## src/rtl/uart_rx_controller.sv

```systemverilog
// 16x oversampling UART receiver: start-edge detect, 3-sample majority vote,
// LSB-first deserialization, parity/stop checking and valid/ready delivery.
module uart_rx_controller #(
    parameter int CLK_FREQ   = 50_000_000,
    parameter int BAUD_RATE  = 115200,
    parameter int OVERSAMPLE = 16
) (
    input  logic       clk,
    input  logic       reset,
    input  logic       rx_serial,
    input  logic [1:0] parity_sel,
    input  logic       rx_ready,
    output logic [7:0] rx_data,
    output logic       rx_valid,
    output logic       parity_error,
    output logic       frame_error,
    output logic       overrun,
    output logic       rx_busy
);

    localparam int          DATA_W    = 8;
    localparam int          TICK_DIV  = CLK_FREQ / (BAUD_RATE * OVERSAMPLE);
    localparam logic [11:0] TICK_LAST = 12'(TICK_DIV - 1);

    typedef enum logic [2:0] {S_IDLE, S_START, S_DATA, S_PARITY, S_STOP} state_t;

    state_t              state, state_nx;
    logic                sync_p0, sync_p1, sync_p2;
    logic                vld_p0, vld_p1;
    logic                line_armed;
    logic [11:0]         tick_cnt;
    logic                tick;
    logic [3:0]          smp_cnt;
    logic [2:0]          bit_idx;
    logic [1:0]          par_mode;
    logic                smp7, smp8, par_bit;
    logic [DATA_W-1:0]   shift_p0;
    logic                vote, mid_tick, end_tick, start_edge, frame_done;

    function automatic logic maj3(input logic a, input logic b, input logic c);
        return (a & b) | (a & c) | (b & c);
    endfunction

    function automatic logic exp_parity(input logic [DATA_W-1:0] d, input logic [1:0] mode);
        case (mode)
            2'b01:   return ^d;
            2'b10:   return ~^d;
            default: return 1'b1;
        endcase
    endfunction

    // Synchronizer stage; vld_pN marks samples taken after reset release so a
    // line that is low out of reset cannot look like a falling edge.
    always_ff @(posedge clk or posedge reset) begin
        if (reset) begin
            sync_p0    <= 1'b1;
            sync_p1    <= 1'b1;
            sync_p2    <= 1'b1;
            vld_p0     <= 1'b0;
            vld_p1     <= 1'b0;
            line_armed <= 1'b0;
        end else begin
            sync_p0 <= rx_serial;
            sync_p1 <= sync_p0;
            sync_p2 <= sync_p1;
            vld_p0  <= 1'b1;
            vld_p1  <= vld_p0;
            if (vld_p1 && sync_p1)
                line_armed <= 1'b1;
        end
    end

    assign start_edge = (state == S_IDLE) && line_armed && sync_p2 && !sync_p1;
    assign tick       = (tick_cnt == TICK_LAST);
    assign mid_tick   = tick && (smp_cnt == 4'd9);
    assign end_tick   = tick && (smp_cnt == 4'd15);
    assign vote       = maj3(smp7, smp8, sync_p1);

    // Sample timing stage
    always_ff @(posedge clk or posedge reset) begin
        if (reset) begin
            tick_cnt <= '0;
            smp_cnt  <= '0;
            bit_idx  <= '0;
            par_mode <= '0;
        end else begin
            tick_cnt <= (start_edge || tick) ? 12'd0 : tick_cnt + 12'd1;
            if (start_edge) begin
                smp_cnt  <= '0;
                bit_idx  <= '0;
                par_mode <= parity_sel;
            end else if (tick) begin
                smp_cnt <= smp_cnt + 4'd1;
                if (state == S_DATA && end_tick)
                    bit_idx <= bit_idx + 3'd1;
            end
        end
    end

    // Capture/deserialize stage
    always_ff @(posedge clk) begin
        if (tick && smp_cnt == 4'd7)
            smp7 <= sync_p1;
        if (tick && smp_cnt == 4'd8)
            smp8 <= sync_p1;
        if (state == S_DATA && mid_tick)
            shift_p0[bit_idx] <= vote;
        if (state == S_PARITY && mid_tick)
            par_bit <= vote;
    end

    always_ff @(posedge clk or posedge reset) begin
        if (reset)
            state <= S_IDLE;
        else
            state <= state_nx;
    end

    always_comb begin
        state_nx = state;
        case (state)
            S_IDLE:   if (start_edge) state_nx = S_START;
            S_START: begin
                if (mid_tick && vote)
                    state_nx = S_IDLE;
                else if (end_tick)
                    state_nx = S_DATA;
            end
            S_DATA: begin
                if (end_tick && bit_idx == 3'd7)
                    state_nx = (par_mode != 2'b00) ? S_PARITY : S_STOP;
            end
            S_PARITY: if (end_tick) state_nx = S_STOP;
            S_STOP:   if (mid_tick) state_nx = S_IDLE;
            default:  state_nx = S_IDLE;
        endcase
    end

    always_comb begin
        rx_busy    = (state != S_IDLE);
        frame_done = (state == S_STOP) && mid_tick;
    end

    // Delivery stage: a completed frame replaces the held byte only if the
    // held byte is empty or being accepted this same cycle.
    always_ff @(posedge clk or posedge reset) begin
        if (reset) begin
            rx_data      <= '0;
            rx_valid     <= 1'b0;
            parity_error <= 1'b0;
            frame_error  <= 1'b0;
            overrun      <= 1'b0;
        end else begin
            overrun <= 1'b0;
            if (frame_done) begin
                if (!rx_valid || rx_ready) begin
                    rx_data      <= shift_p0;
                    rx_valid     <= 1'b1;
                    parity_error <= (par_mode != 2'b00) &&
                                    (par_bit != exp_parity(shift_p0, par_mode));
                    frame_error  <= !vote;
                end else begin
                    overrun <= 1'b1;
                end
            end else if (rx_valid && rx_ready) begin
                rx_valid <= 1'b0;
            end
        end
    end

endmodule

```

## config.mk

```make
export PLATFORM = sky130hd
export DESIGN_NAME = uart_rx_controller
export DESIGN_NICKNAME = d
export VERILOG_FILES = /design/src/rtl/uart_rx_controller.sv
export SDC_FILE = /design/constraint.sdc
export NUM_CORES = 1
export LEC_CHECK = 0
export ABC_AREA = 1
export CAP_MARGIN = 20
export CELL_PAD_IN_SITES_DETAIL_PLACEMENT = 0
export CELL_PAD_IN_SITES_GLOBAL_PLACEMENT = 1
export CORE_ASPECT_RATIO = 1.2
export CORE_MARGIN = 3
export CORE_UTILIZATION = 41
export CTS_BUF_LIST = sky130_fd_sc_hd__clkbuf_4 sky130_fd_sc_hd__clkbuf_8
export DETAILED_ROUTE_END_ITERATION = 12
export PLACE_DENSITY = 0.74
export SLEW_MARGIN = 5
export SYNTH_ARGS = -nofsm -noshare
export SYNTH_HDL_FRONTEND = slang
export SYNTH_SLANG_ARGS = --single-unit
export TNS_END_PERCENT = 10
```

## constraint.sdc

```tcl
create_clock -name clk -period 1.74 [get_ports clk]
set_clock_uncertainty 0.15 [all_clocks]
set_input_delay 0.348 -clock clk [delete_from_list [all_inputs] [get_ports clk]]
set_output_delay 0.348 -clock clk [all_outputs]
set_load 0.05 [all_outputs]
```

==> metrics <==
clock power share 19.7%; Multi-input gate area 1070 um2; fin cells 457; Placed Cells incl. Taps 443; Initial Utilization 42.6%; CP Launch Type register; number of global-route vias before repair 2024; Slew Limit Fails 0; Pwr Total 3.50 mW; Reg power frac 44.5%; status finished, violations left; arrival time of the worst setup path 1.94 ns; total track usage 15.3%; diodes inserted 0; CTS H-tree lvls 2; Fin Setup TNS -1.08 ns; initial antenna violation count 0; DRC viols 0; reg2reg path depth 11; failing checks setup timing; Clock transition at path regs 0.10 ns; largest net degree at the start of global routing 20; Root Buffer clkbuf_8; Worst-Skew Late Latency 0.31 ns; Max FO, Critical Path 4; Final #Nets 390; DR WL/cell 10.9 um; vias per cell 4.69; leakage power 1.67 nW; Crit Path Category register to register; final worst slack -0.0884 ns; Via Count 2143; Rows 31; antenna viol nets, final 0; Critical-path top delay cell dfrtp_1; violation count after the first detailed-routing iteration 54; number of synthesis warnings 0; Tcrit/Tclk final 105%; measured slew at the worst slew-check pin 0.494 ns; IO Count 19; CTS tree built; Finished Cell Area 3430 um2; # hold bufs at CTS 0; Netlist Area Pre-Place 2590 um2; Core Util, Final 56.4%; CP startpoint tick_cnt[0]; Net Sw Power 1.23 mW; FF/Latch Area 1390 um2; CP Capture Type register; Synth cell types 27; hold crit path type primary input to async pin; placed cell area 3240 um2; Syn Area/Cell 8.25 um2; Die H 93.1 um; max-cap violations 0; flops & latches, synth 53; synthesized instance count 314; area grow syn2layout 32.4%; worst endpoint required time 1.85 ns; WL final 5000 um; r2r startpoint tick_cnt[0]; crit-path cells inv_2, ha_4, nand4_1, nor3_4, buf_4, buf_6, nand4_1, buf_4, nor2_2, nand3_1, nand2_1; Comb pwr share 35.8%; RSZ-0062 raised after global routing yes; asr flop ratio synth 79.2%; f_max 547 MHz; die span in x 78.6 um; PwrDens 1020 nW/um2; minimum clock period 1.83 ns; Longest Clk Path Bufs 2; Total Die Area 7310 um2; register area share after synthesis 53.5%; slowest stage delay, CP 0.39 ns; GPL Wtd Cong 0.784; filler instances 562; global route overflow 0; CTS Sinks 53; PortBufs 18; cts bufs inserted 5; Post-DP HPWL 3840 um; Worst R2R End parity_error; P_int 2.27 mW; switching part of the total 35.1%; syn nets 330; Reg2Reg Setup Slack -0.09 ns; EDFF count, synth 11; Synth Flop Type dfrtp_1; Worst VDD drop 0.615 mV; final setup vio count 24; count of final hold-check violations 0; first-pass iteration count of the detailed router 4; core outline area 6090 um2; share of cells above drive strength 1 22.7%; Rel. slew slack 66.9%; first-pass GRT wire length 8760 um
sequential cells by signal, indices dropped and copies added (netlist names), 2 cells and up:
| register | cells |
|---|---|
| smp_cnt | 4 |
| tick_cnt | 12 |
| rx_data | 8 |
| bit_idx | 3 |
| state | 3 |
| par_mode | 2 |
| shift_p0 | 8 |
placed cells by master (no fill, tap or decap), types with 2 or more instances in the layout:
cell / instances
clkbuf_8: 5
buf_6: 4
o21ai_1: 16
buf_4: 34
o21ai_2: 2
nand2_2: 2
nor2_2: 7
inv_2: 7
clkinv_2: 2
a21oi_1: 13
nor2_1: 29
inv_1: 38
clkdlybuf4s50_1: 5
nand3_1: 13
dfrtp_1: 39
buf_12: 13
nand4_1: 10
nand2_1: 87
ha_1: 9
nor3_1: 6
edfxtp_1: 11
o21ai_0: 5
dfstp_2: 3
worst max-delay path by stage:
stage                     slack [ns]      endpoint  cells after the start
final                          -0.09  parity_error                     11
after global routing           -0.24    bit_idx[0]                      9
after CTS                      -0.08    bit_idx[2]                      8
after detailed placement       -0.14   shift_p0[0]                      8
after global placement         -0.09   shift_p0[0]                      8
after floorplan                -0.15   shift_p0[0]                      8
worst max-delay path, delay by kind of cell, from the launching register on:
| family | cells | cell delay, ns |
|---|---|---|
| simple gates | 6 | 0.62 |
| buf+inv | 4 | 0.50 |
| flops | 1 | 0.39 |
| fa+ha+maj | 1 | 0.12 |
final cells by class:
class,count,area share (%)
Inverter,46,5.03
Tap cell,82,2.99
Timing Repair Buffer,56,17.8
Sequential cell,53,40.4
Multi-Input combinational cell,212,31.3
Clock inverter,2,0.292
Clock buffer,6,2.22
through the flow:
step / setup slack (ns) / hold WS, ns
floorplan: -0.153 / 0.181
global placement: -0.0932 / 0.183
detailed placement: -0.138 / 0.193
CTS: -0.0765 / 0.150
global route: -0.240 / 0.181
finish: -0.0884 / 0.146
power groups by stage:
stage	combinational (mW)	clock (mW)	sequential [mW]
floorplan	0.736	0	1.56
global placement	1.16	0	1.57
detailed placement	1.16	0	1.58
CTS	1.18	0.725	1.56
global route	1.45	0.779	1.58
finish	1.25	0.691	1.56
per-layer routing:
layer	GRT usage [%]	share of wire (%)	vias to the layer above
li1	-	-	1129
met1	17.1	43	973
met2	27.6	52	31
met3	3.37	3.1	10
met4	6.56	2.0	0
met5	0	0	-
Yosys cell counts, drive strengths merged, types with 2 or more instances:
library cell	n	area (um2)
nand2	90	340
inv	46	173
dfrtp	39	976
nor2	36	138
o21ai	23	115
nand3	14	70.1
a21oi	13	65.1
edfxtp	11	330
ha	10	125
nand4	10	62.6
nor3	8	51.3
dfstp	3	78.8
buf	2	10.0
kinds of logic after synthesis:
kind of cell | after synthesis | share of synthesized area, %
AO/OA/AOI/OAI | 40 | 8.06
adder cells (fa/ha/maj) | 10 | 4.83
buffers and inverters | 49 | 7.19
flip-flops | 53 | 53.5
other | 1 | 0.145
AND/OR/NAND/NOR | 161 | 26.3
repair_timing:
action	in CTS	in global routing
pin swaps	3	2
setup buffers	1	5
endpoints found under the hold margin	0	0
gates resized for setup	8	21
endpoints found under the setup margin	29	43
Power figures use the tool's default switching activity.
